### config.mk
export PLATFORM = sky130hd
export DESIGN_NAME = ex_operand_stage
export DESIGN_NICKNAME = d
export VERILOG_FILES = /design/src/rtl/core_pkg.sv /design/src/rtl/forward_mux.sv /design/src/rtl/ex_operand_stage.sv
export SDC_FILE = /design/constraint.sdc
export NUM_CORES = 1
export LEC_CHECK = 0
export ABC_AREA = 0
export CAP_MARGIN = 20
export CELL_PAD_IN_SITES_DETAIL_PLACEMENT = 2
export CELL_PAD_IN_SITES_GLOBAL_PLACEMENT = 2
export CORE_ASPECT_RATIO = 1.2
export CORE_MARGIN = 4
export CORE_UTILIZATION = 22
export DETAILED_ROUTE_END_ITERATION = 8
export GPL_ROUTABILITY_DRIVEN = 0
export PLACE_DENSITY_LB_ADDON = 0.1
export SYNTH_ARGS = -nofsm -noshare
export SYNTH_HDL_FRONTEND = slang
export SYNTH_SLANG_ARGS = --single-unit
### constraint.sdc
create_clock -name clk -period 4.9 [get_ports clk]
set_input_delay 0.735 -clock clk [delete_from_list [all_inputs] [get_ports clk]]
set_output_delay 0.735 -clock clk [all_outputs]
set_load 0.1 [all_outputs]
### src/rtl/core_pkg.sv
// rtl/core_pkg.sv - shared core constants: widths, ALU op codes, operand select encodings
package core_pkg;

  localparam int XLEN = 32;
  localparam int RA_W = 5;

  localparam logic [3:0] ALU_ADD  = 4'b0000;
  localparam logic [3:0] ALU_SUB  = 4'b0001;
  localparam logic [3:0] ALU_AND  = 4'b0010;
  localparam logic [3:0] ALU_OR   = 4'b0011;
  localparam logic [3:0] ALU_XOR  = 4'b0100;
  localparam logic [3:0] ALU_SLT  = 4'b0101;
  localparam logic [3:0] ALU_SLTU = 4'b0110;
  localparam logic [3:0] ALU_SLL  = 4'b0111;
  localparam logic [3:0] ALU_SRL  = 4'b1000;
  localparam logic [3:0] ALU_SRA  = 4'b1001;

  localparam logic [1:0] SRCA_REG  = 2'b00;
  localparam logic [1:0] SRCA_PC   = 2'b01;
  localparam logic [1:0] SRCA_ZERO = 2'b10;

  localparam logic SRCB_REG = 1'b0;
  localparam logic SRCB_IMM = 1'b1;

endpackage

### src/rtl/forward_mux.sv
// rtl/forward_mux.sv - one operand's bypass select: MEM over WB over register file
module forward_mux #(
  parameter int XLEN = core_pkg::XLEN,
  parameter int RA_W = core_pkg::RA_W
) (
  input  logic [RA_W-1:0] rs,
  input  logic [XLEN-1:0] rf_data,
  input  logic [RA_W-1:0] rdM,
  input  logic            regWriteM,
  input  logic [XLEN-1:0] ALUResultM,
  input  logic [RA_W-1:0] rdW,
  input  logic            regWriteW,
  input  logic [XLEN-1:0] resultW,
  output logic [XLEN-1:0] value
);

  logic hit_m;
  logic hit_w;

  // x0 is hardwired zero, so a write to it must never be bypassed
  assign hit_m = regWriteM && (rdM != '0) && (rdM == rs);
  assign hit_w = regWriteW && (rdW != '0) && (rdW == rs);

  // younger MEM result shadows the older WB result
  always_comb begin
    value = rf_data;
    if (hit_m)      value = ALUResultM;
    else if (hit_w) value = resultW;
  end

endmodule

### src/rtl/ex_operand_stage.sv
// rtl/ex_operand_stage.sv - D/E pipeline register with operand bypass and load-use detect
module ex_operand_stage #(
  parameter int XLEN = core_pkg::XLEN,
  parameter int RA_W = core_pkg::RA_W
) (
  input  logic            clk,
  input  logic            reset,
  input  logic            validD,
  input  logic            stallE,
  input  logic            flushE,
  input  logic [RA_W-1:0] rs1D,
  input  logic [RA_W-1:0] rs2D,
  input  logic [RA_W-1:0] rdD,
  input  logic [XLEN-1:0] rd1D,
  input  logic [XLEN-1:0] rd2D,
  input  logic [XLEN-1:0] immD,
  input  logic [XLEN-1:0] pcD,
  input  logic [1:0]      srcASelD,
  input  logic            srcBSelD,
  input  logic [3:0]      ALUControlD,
  input  logic            regWriteD,
  input  logic            memReadD,
  input  logic [RA_W-1:0] rdM,
  input  logic            regWriteM,
  input  logic [XLEN-1:0] ALUResultM,
  input  logic [RA_W-1:0] rdW,
  input  logic            regWriteW,
  input  logic [XLEN-1:0] resultW,
  output logic [XLEN-1:0] srcA,
  output logic [XLEN-1:0] srcB,
  output logic [3:0]      ALUControl,
  output logic [XLEN-1:0] writeDataE,
  output logic [XLEN-1:0] pcE,
  output logic [RA_W-1:0] rdE,
  output logic            validE,
  output logic            regWriteE,
  output logic            memReadE,
  output logic            loadUseStall
);

  import core_pkg::*;

  logic            valid_q;
  logic [RA_W-1:0] rs1_q;
  logic [RA_W-1:0] rs2_q;
  logic [RA_W-1:0] rd_q;
  logic [XLEN-1:0] rd1_q;
  logic [XLEN-1:0] rd2_q;
  logic [XLEN-1:0] imm_q;
  logic [XLEN-1:0] pc_q;
  logic [1:0]      srca_sel_q;
  logic            srcb_sel_q;
  logic [3:0]      alu_ctl_q;
  logic            reg_write_q;
  logic            mem_read_q;

  logic [XLEN-1:0] fwd_a;
  logic [XLEN-1:0] fwd_b;

  // E register: flush (or an invalid decode slot) loads an all-zero bubble, stall holds
  always_ff @(posedge clk or posedge reset) begin
    if (reset) begin
      valid_q     <= 1'b0;
      rs1_q       <= '0;
      rs2_q       <= '0;
      rd_q        <= '0;
      rd1_q       <= '0;
      rd2_q       <= '0;
      imm_q       <= '0;
      pc_q        <= '0;
      srca_sel_q  <= SRCA_REG;
      srcb_sel_q  <= SRCB_REG;
      alu_ctl_q   <= ALU_ADD;
      reg_write_q <= 1'b0;
      mem_read_q  <= 1'b0;
    end else if (flushE || (!stallE && !validD)) begin
      valid_q     <= 1'b0;
      rs1_q       <= '0;
      rs2_q       <= '0;
      rd_q        <= '0;
      rd1_q       <= '0;
      rd2_q       <= '0;
      imm_q       <= '0;
      pc_q        <= '0;
      srca_sel_q  <= SRCA_REG;
      srcb_sel_q  <= SRCB_REG;
      alu_ctl_q   <= ALU_ADD;
      reg_write_q <= 1'b0;
      mem_read_q  <= 1'b0;
    end else if (!stallE) begin
      valid_q     <= 1'b1;
      rs1_q       <= rs1D;
      rs2_q       <= rs2D;
      rd_q        <= rdD;
      rd1_q       <= rd1D;
      rd2_q       <= rd2D;
      imm_q       <= immD;
      pc_q        <= pcD;
      srca_sel_q  <= srcASelD;
      srcb_sel_q  <= srcBSelD;
      alu_ctl_q   <= ALUControlD;
      reg_write_q <= regWriteD;
      mem_read_q  <= memReadD;
    end
  end

  forward_mux #(.XLEN(XLEN), .RA_W(RA_W)) u_fwd_a (
    .rs         (rs1_q),
    .rf_data    (rd1_q),
    .rdM        (rdM),
    .regWriteM  (regWriteM),
    .ALUResultM (ALUResultM),
    .rdW        (rdW),
    .regWriteW  (regWriteW),
    .resultW    (resultW),
    .value      (fwd_a)
  );

  forward_mux #(.XLEN(XLEN), .RA_W(RA_W)) u_fwd_b (
    .rs         (rs2_q),
    .rf_data    (rd2_q),
    .rdM        (rdM),
    .regWriteM  (regWriteM),
    .ALUResultM (ALUResultM),
    .rdW        (rdW),
    .regWriteW  (regWriteW),
    .resultW    (resultW),
    .value      (fwd_b)
  );

  // operand A source; the reserved encoding falls back to zero like SRCA_ZERO
  always_comb begin
    srcA = '0;
    case (srca_sel_q)
      SRCA_REG: srcA = fwd_a;
      SRCA_PC:  srcA = pc_q;
      default:  srcA = '0;
    endcase
  end

  // operand B source; stores always take the bypassed rs2 regardless of srcB
  always_comb begin
    srcB = (srcb_sel_q == SRCB_IMM) ? imm_q : fwd_b;
  end

  assign writeDataE = fwd_b;
  assign ALUControl = alu_ctl_q;
  assign pcE        = pc_q;
  assign rdE        = rd_q;
  assign validE     = valid_q;
  assign regWriteE  = valid_q & reg_write_q;
  assign memReadE   = valid_q & mem_read_q;

  // a load in E cannot bypass its data to a dependent instruction still in D
  assign loadUseStall = validE && memReadE && (rdE != '0) && validD &&
                        ((rdE == rs1D) || (rdE == rs2D));

endmodule

==> flow_summary.json, run 1 <==
{
  "run_status": "complete, no violations",
  "htreeDepth": 4,
  "synth_seq_cells": 153,
  "dieArea_mm2": 0.0400,
  "worst_pin_slew_ps": 1060,
  "seqPwrFrac_pct": 34.2,
  "worstSetupEndpointType": "output port",
  "ys_warn_count": 0,
  "cts_buffers": 17,
  "core_mm2": 0.0361,
  "drv_cap": 0,
  "io_pins": 374,
  "tritoncts_num_sinks": 153,
  "dp_cells": 1614,
  "min_period_ps": 4240,
  "p_per_area_mw_per_mm2": 291,
  "hp-start": "rd2_q[21]$_DFFE_PP0P_",
  "skew_ps": 0,
  "final_area_mm2": 0.0136,
  "via_per_inst": 5.01,
  "final_cell_mix": "clkdlybuf4s50_1, dfrtp_1, a22o_1",
  "grt_first_pass_wirelength_um": 61300,
  "drive_gt1_share_pct": 16.0,
  "drc": 0,
  "grtUsageTotal_pct": 20.2,
  "synth_nets": 1066,
  "cts.clk_slew.worst_paths_ps": 60,
  "synthDistinctLibCells": 38,
  "reg2reg_depth": 1,
  "synthTopCellsByArea": "dfrtp_1, a22o_1, nor3_1",
  "grt_max_degree": 97,
  "syn_avg_cell_area_um2": 9.74,
  "detailed_place.area_mm2": 0.0130,
  "postCtsSetupBuffers": 0,
  "crit_arrival_ps": 3510,
  "hp-class": "reg2reg",
  "maxSlewHeadroom_pct": 29.3,
  "worstPathMaxFanout": 32,
  "start_util_pct": 22.5,
  "yosysTopAreaCell": "dfrtp_1",
  "wl_um": 41500,
  "max_stage_delay_ps": 580,
  "critical_path_required_ps": 4160,
  "tritoncts": "built",
  "p_int_mw": 2.51,
  "grt_overflow": 0,
  "reg2reg_slack_ps": 3490,
  "clock_power_share_pct": 33.8,
  "fin_tns_setup_ps": 0,
  "root_buffer": "clkbuf_16",
  "fin_util_pct": 37.6,
  "cts_hold_buf": 0,
  "dp_hpwl_um": 30400,
  "clock_latency_ps": 430,
  "syn_area_mm2": 0.00812,
  "cp_cell_sequence": "clkdlybuf4s50_1 > or4_1 > o2111ai_1 > or2_2 > buf_4 > o21ai_0 > o21ai_0 > buf_12",
  "slew_viol_final": 0,
  "crit_top_cell": "o21ai_0",
  "swShare_pct": 36.7,
  "setup_violations": 0,
  "synth_cells": 833,
  "power_switching_mw": 1.46,
  "max_freq_mhz": 236,
  "cts_resized": 0,
  "via_count": 8286,
  "drt_iter0_drc": 345,
  "detail_route.wl_per_cell_um": 25.1,
  "total_power_mw": 3.96,
  "synth_top_area_share_pct": 47.2,
  "ir_worst_vdd_v": 0.000170,
  "row_count": 76,
  "antenna_found_initial": 10,
  "hold_violations": 0,
  "p_leak_nw": 5.74,
  "final_common_cell": "clkdlybuf4s50_1",
  "die_h_um": 218,
  "path_class": "in2out",
  "critPathLaunchType": "input pin",
  "combPwrFrac_pct": 32.0,
  "reg2reg_to": "srcb_sel_q$_DFFE_PP0P_",
  "hold_end": "rd2_q[21]$_DFFE_PP0P_",
  "fin_crit_sh_pct": 86.6,
  "detail_route.first_pass.iterations": 4,
  "clockBufferDepth": 2,
  "ys_seq_area_share_pct": 47.2,
  "grt_pass1_vias": 9114,
  "area_growth_pct": 67.6,
  "rr_startpoint": "srcb_sel_q$_DFFE_PP0P_",
  "grt_setup_unrepaired": "no",
  "fin_nets": 1399,
  "stdcell_count": 1655,
  "whs_path_depth": 1,
  "worst_path_max_delay_cell": "or4_1",
  "die_w_um": 183,
  "portBuffers": 373,
  "fill_cells": 3858,
  "postRouteAntennaNets": 0
}
-- per-layer routing --
layer	vias to the layer above	wire length, µm	part of all wire [%]	track usage [%]
met5	-	47	0.11	0
met2	245	21000	51	35.0
met4	6	722	1.7	5.89
met3	30	2610	6.3	5.68
li1	3766	-	-	-
met1	4239	17200	41	24.6
-- sequential cells by signal (all words and copies together) (netlist names), 2 cells and up --
| name | flops |
|---|---|
| srca_sel_q | 2 |
| imm_q | 32 |
| pcE | 32 |
| rdE | 5 |
| ALUControl | 4 |
| rd2_q | 32 |
| rs2_q | 5 |
| rs1_q | 5 |
| rd1_q | 32 |
-- worst max-delay path, delay by kind of cell --
family,cells,cell delay (ps)
compound gates,3,870
simple gates,2,760
buf+inv,3,1120
-- how the worst max path moves through the flow --
stage / start / to / slack [ps] / depth (start not counted)
floorplan: reset / ALUControl[0]$_DFFE_PP0P_ / 40 / 1
global placement: rdM[0] / srcA[0] / 730 / 8
detailed placement: rdM[0] / srcA[9] / 630 / 8
CTS: rdM[0] / srcA[9] / 630 / 8
global route: rdM[0] / srcA[19] / 480 / 8
finish: rdM[0] / srcA[9] / 660 / 8
-- cell type report --
type	instances	area, µm²	share of cell area (%)
Clock buffer	20	467	3.43
Antenna cell	8	20.0	0.147
Clock inverter	12	116	0.855
Inverter	65	249	1.83
Sequential cell	153	3830	28.2
Multi-Input combinational cell	535	3910	28.7
Timing Repair Buffer	394	4430	32.6
Tap cell	468	586	4.30
-- stage by stage --
stage	setup WS, ps	hold slack [ps]
6_report	659	507
5_1_grt	479	521
2_1_floorplan	43.6	465
4_1_cts	629	510
3_5_place_dp	632	491
3_3_place_gp	728	483
-- Yosys cell counts --
cell       number
mux2i_1        32
inv_1          65
nor2b_1         2
nor3_1         67
dfrtp_1       153
or2_2           1
and3_1          1
o211ai_1        1
nand4_1         1
nand3_2         1
and2_1          3
xnor2_1        20
or2_1           1
a21o_1          1
a221oi_1       32
nand3_1         3
o2111ai_1       1
o21ai_0        46
and4_1          1
o211ai_2        1
nand2_1        33
nor2_1         35
nor3b_1         1
a22o_1        152
a21oi_1        34
a211oi_1       32
xor2_1          9
nand2_2         1
buf_1           2
buf_6           3
o211a_1         1
o21ai_1        18
buf_4           3
or4_4           1
buf_2          12
a21bo_1         1
or4_1           2
clkbuf_1       60
-- power groups by stage --
stage          logic [mW]  registers, mW  clock network, mW
4_1_cts              1.28           1.36               1.39
3_3_place_gp         1.27           1.38                  0
6_report             1.27           1.36               1.34
5_1_grt              1.32           1.36               1.45
2_1_floorplan       0.647           1.46                  0
3_5_place_dp         1.28           1.38                  0
-- cells by family after synthesis --
logic type             after synthesis  synth area share (%)
AND/OR/NAND/NOR                    154                  8.88
buffers and inverters              145                  7.31
XOR/XNOR                            29                  3.13
AO/OA/AOI/OAI                      320                  29.6
multiplexers                        32                  3.95
flip-flops                         153                  47.2
No activity file was read; power rests on OpenSTA's default activity.
==> run 2: changes to the inputs <==
--- a/config.mk
+++ b/config.mk
@@ -6,7 +6,7 @@
 export NUM_CORES = 1
 export LEC_CHECK = 0
 export ABC_AREA = 0
-export CAP_MARGIN = 20
+export CAP_MARGIN = 10
 export CELL_PAD_IN_SITES_DETAIL_PLACEMENT = 2
 export CELL_PAD_IN_SITES_GLOBAL_PLACEMENT = 2
 export CORE_ASPECT_RATIO = 1.2
==> flow_summary.json, run 2 (synthesized netlist as in run 1, its figures left out) <==
{
  "dp_hpwl_um": 30400,
  "htreeDepth": 4,
  "crit_arrival_ps": 3510,
  "antenna_found_initial": 10,
  "maxSlewHeadroom_pct": 22.4,
  "postCtsSetupBuffers": 0,
  "stdcell_count": 1655,
  "total_power_mw": 3.96,
  "critical_path_required_ps": 4160,
  "hp-start": "rd2_q[21]$_DFFE_PP0P_",
  "swShare_pct": 36.8,
  "grt_first_pass_wirelength_um": 61300,
  "worst_pin_slew_ps": 1160,
  "root_buffer": "clkbuf_16",
  "die_w_um": 183,
  "wl_um": 41600,
  "io_pins": 374,
  "crit_top_cell": "o21ai_0",
  "grtUsageTotal_pct": 20.2,
  "ir_worst_vdd_v": 0.000170,
  "fin_nets": 1398,
  "hold_violations": 0,
  "detail_route.wl_per_cell_um": 25.1,
  "drt_iter0_drc": 349,
  "power_switching_mw": 1.46,
  "clock_power_share_pct": 33.8,
  "rr_startpoint": "srcb_sel_q$_DFFE_PP0P_",
  "setup_violations": 0,
  "portBuffers": 373,
  "cts_hold_buf": 0,
  "postRouteAntennaNets": 0,
  "die_h_um": 218,
  "max_stage_delay_ps": 580,
  "min_period_ps": 4250,
  "run_status": "complete, no violations",
  "worstPathMaxFanout": 32,
  "tritoncts": "built",
  "dieArea_mm2": 0.0400,
  "grt_max_degree": 97,
  "hp-class": "reg2reg",
  "path_class": "in2out",
  "grt_setup_unrepaired": "no",
  "p_per_area_mw_per_mm2": 291,
  "worst_path_max_delay_cell": "or4_1",
  "drc": 0,
  "crit_start": "rdM[0]",
  "detail_route.first_pass.iterations": 4,
  "critPathLaunchType": "input pin",
  "skew_ps": 0,
  "final_common_cell": "clkdlybuf4s50_1",
  "cts_buffers": 17,
  "via_per_inst": 5.02,
  "area_growth_pct": 67.5,
  "final_area_mm2": 0.0136,
  "dp_cells": 1614,
  "final_cell_mix": "clkdlybuf4s50_1, dfrtp_1, a22o_1",
  "clock_latency_ps": 430,
  "worstSetupEndpointType": "output port",
  "p_int_mw": 2.50,
  "grt_pass1_vias": 9114,
  "fin_util_pct": 37.6,
  "cp_cell_sequence": "clkdlybuf4s50_1 > or4_1 > o2111ai_1 > or2_2 > buf_4 > o21ai_0 > o21ai_0 > buf_12",
  "row_count": 76,
  "core_mm2": 0.0361,
  "via_count": 8302,
  "cts.clk_slew.worst_paths_ps": 60,
  "max_freq_mhz": 235,
  "slew_viol_final": 0,
  "fin_tns_setup_ps": 0,
  "fin_crit_sh_pct": 86.7,
  "drive_gt1_share_pct": 16.0,
  "combPwrFrac_pct": 32.0,
  "drv_cap": 0,
  "cts_resized": 0,
  "grt_overflow": 0,
  "p_leak_nw": 5.73,
  "detailed_place.area_mm2": 0.0130,
  "tritoncts_num_sinks": 153,
  "seqPwrFrac_pct": 34.2,
  "clockBufferDepth": 2,
  "start_util_pct": 22.5
}
==> run 2: metal layers <==
| metal | global-route usage [%] | part of all wire [%] |
|---|---|---|
| met5 | 0 | 0.11 |
| met4 | 5.89 | 1.7 |
| met3 | 5.68 | 6.6 |
| met2 | 35.0 | 51 |
| met1 | 24.6 | 41 |
==> run 2: final cells by class <==
class                   instances  area, µm²
multi-input cells             535       3910
flip-flops and latches        153       3830
diodes                          9       22.5
repair buffers                393       4420
clock inverters                12        116
inverters                      65        249
well taps                     468        586
fillers                      3858      22500
clock buffers                  20        467
==> run 2: power groups by stage <==
stage	registers, mW	clock network, mW	logic (mW)
after floorplan	1.46	0	0.647
after global placement	1.38	0	1.27
after detailed placement	1.38	0	1.28
after CTS	1.36	1.39	1.28
after global routing	1.36	1.45	1.32
final	1.36	1.34	1.27
==> run 2: worst max-delay path: cells and delay by family <==
family                 cells  cell delay (ps)
buffers and inverters      3             1130
AO/OA/AOI/OAI              3              870
AND/OR/NAND/NOR            2              760
==> run 2: final timing paths <==
check / to / slack (ps) / cells past startpoint
worst min register to register: rd2_q[21]$_DFFE_PP0P_ / 510 / 1
worst max-delay path: srcA[9] / 650 / 8
min in group asynchronous: imm_q[6]$_DFFE_PP0P_ / 820 / 2
max in group asynchronous: rd2_q[21]$_DFFE_PP0P_ / 3170 / 3
worst min-delay path: rd2_q[21]$_DFFE_PP0P_ / 510 / 1
worst max register to register: srcb_sel_q$_DFFE_PP0P_ / 3490 / 1
==> run 2: through the flow <==
stage / hold slack [ps] / worst slack, ps
6_report: 507 / 651
4_1_cts: 510 / 629
2_1_floorplan: 465 / 43.6
5_1_grt: 521 / 479
3_3_place_gp: 483 / 728
3_5_place_dp: 491 / 632
==> run 3: changes to the inputs <==
--- a/config.mk
+++ b/config.mk
@@ -7,11 +7,11 @@
 export LEC_CHECK = 0
 export ABC_AREA = 0
 export CAP_MARGIN = 10
-export CELL_PAD_IN_SITES_DETAIL_PLACEMENT = 2
-export CELL_PAD_IN_SITES_GLOBAL_PLACEMENT = 2
-export CORE_ASPECT_RATIO = 1.2
+export CELL_PAD_IN_SITES_DETAIL_PLACEMENT = 1
+export CELL_PAD_IN_SITES_GLOBAL_PLACEMENT = 1
+export CORE_ASPECT_RATIO = 1.5
 export CORE_MARGIN = 4
-export CORE_UTILIZATION = 22
+export CORE_UTILIZATION = 28
 export DETAILED_ROUTE_END_ITERATION = 8
 export GPL_ROUTABILITY_DRIVEN = 0
 export PLACE_DENSITY_LB_ADDON = 0.1
==> flow_summary.json, run 3 (synthesized netlist as in run 1, its figures left out) <==
{
  "fin_hold_ws_ps": 500,
  "cts_hold_buf": 0,
  "crit_start": "rdM[0]",
  "fin_tns_setup_ps": 0,
  "wl_um": 37900,
  "run_status": "complete, no violations",
  "tritoncts_num_sinks": 153,
  "grt_pass1_vias": 9016,
  "detail_route.first_pass.iterations": 4,
  "drc": 0,
  "postCtsSetupBuffers": 0,
  "cts_buffers": 17,
  "min_period_ps": 4420,
  "portBuffers": 373,
  "via_count": 8263,
  "final_area_mm2": 0.0136,
  "skew_ps": 0,
  "fin_nets": 1394,
  "via_per_inst": 5.25,
  "grt_setup_unrepaired": "no",
  "area_growth_pct": 67.9,
  "io_pins": 374,
  "p_per_area_mw_per_mm2": 296,
  "die_h_um": 217,
  "dieArea_mm2": 0.0318,
  "row_count": 76,
  "antenna_found_initial": 10,
  "critPathLaunchType": "input pin",
  "crit_arrival_ps": 3680,
  "root_buffer": "clkbuf_16",
  "maxSlewHeadroom_pct": 31.1,
  "start_util_pct": 28.4,
  "fin_crit_sh_pct": 90.2,
  "grtUsageTotal_pct": 23.4,
  "slew_viol_final": 0,
  "reg2reg_to": "srcb_sel_q$_DFFE_PP0P_",
  "worstPathMaxFanout": 28,
  "ir_worst_vdd_v": 0.000232,
  "detail_route.wl_per_cell_um": 24.1,
  "endpoint": "srcA[8]",
  "cts.clk_slew.worst_paths_ps": 60,
  "rr_startpoint": "srcb_sel_q$_DFFE_PP0P_",
  "worstSetupEndpointType": "output port",
  "final_cell_mix": "clkdlybuf4s50_1, dfrtp_1, a22o_1",
  "clockBufferDepth": 2,
  "p_leak_nw": 5.74,
  "drv_cap": 0,
  "drive_gt1_share_pct": 15.6,
  "drt_iter0_drc": 339,
  "htreeDepth": 4,
  "postRouteAntennaNets": 0,
  "hold_violations": 0,
  "detailed_place.area_mm2": 0.0130,
  "grt_overflow": 0,
  "dp_hpwl_um": 27500,
  "cts_resized": 0,
  "setup_violations": 0,
  "reg2reg_slack_ps": 3470,
  "max_freq_mhz": 226,
  "critical_path_required_ps": 4160,
  "worst_pin_slew_ps": 1030,
  "fill_cells": 3114,
  "reg2reg_depth": 1,
  "tritoncts": "built",
  "grt_first_pass_wirelength_um": 56700,
  "path_class": "in2out",
  "core_mm2": 0.0286,
  "clock_latency_ps": 440,
  "grt_max_degree": 91,
  "final_common_cell": "clkdlybuf4s50_1",
  "die_w_um": 147,
  "hp-class": "reg2reg"
}
run 3: report_power, final:
part | total [mW] | switching [mW] | internal (mW)
logic | 1.27 | 0.809 | 0.465
clock network | 1.40 | 0.583 | 0.819
registers | 1.36 | 0.0482 | 1.31
run 3: how the worst min path moves through the flow:
stage / from / to / slack (ps) / cells after the start
floorplan: mem_read_q$_DFFE_PP0P_ / mem_read_q$_DFFE_PP0P_ / 460 / 1
global placement: mem_read_q$_DFFE_PP0P_ / mem_read_q$_DFFE_PP0P_ / 480 / 1
detailed placement: reg_write_q$_DFFE_PP0P_ / reg_write_q$_DFFE_PP0P_ / 490 / 1
CTS: reg_write_q$_DFFE_PP0P_ / reg_write_q$_DFFE_PP0P_ / 510 / 1
global route: reg_write_q$_DFFE_PP0P_ / reg_write_q$_DFFE_PP0P_ / 520 / 1
finish: reg_write_q$_DFFE_PP0P_ / reg_write_q$_DFFE_PP0P_ / 500 / 1
run 3: through the flow:
step	worst slack, ps	utilization (%)	total power, mW	std cells
detailed placement	444	45.4	2.67	1532
finish	482	47.6	4.04	1574
CTS	430	47.5	4.08	1564
global placement	467	45.4	2.66	1532
floorplan	43.6	-	2.10	833
global route	285	47.6	4.17	1574
run 3: routing by layer:
metal | vias to the layer above | global-route usage [%] | share of wire (%)
li1 | 3763 | - | -
met5 | - | 0 | 0
met4 | 0 | 12.3 | 4.1
met3 | 65 | 5.54 | 6.0
met1 | 4149 | 26.3 | 38
met2 | 286 | 41.0 | 52
run 3: cell type report:
cell class              instances  area, µm²  share of cell area (%)
repair buffers                389       4510                    33.1
flip-flops and latches        153       3830                    28.1
diodes                         10       25.0                   0.184
multi-input cells             535       3910                    28.7
well taps                     390        488                    3.58
clock buffers                  19        443                    3.25
inverters                      65        249                    1.83
clock inverters                13        170                    1.25
run 3: worst max-delay path, cell delays in order:
cell	delay, ps
clkdlybuf4s50_1	460
or4_1	590
o2111ai_1	340
or2_2	660
o21ai_0	240
o21ai_0	410
buf_12	230
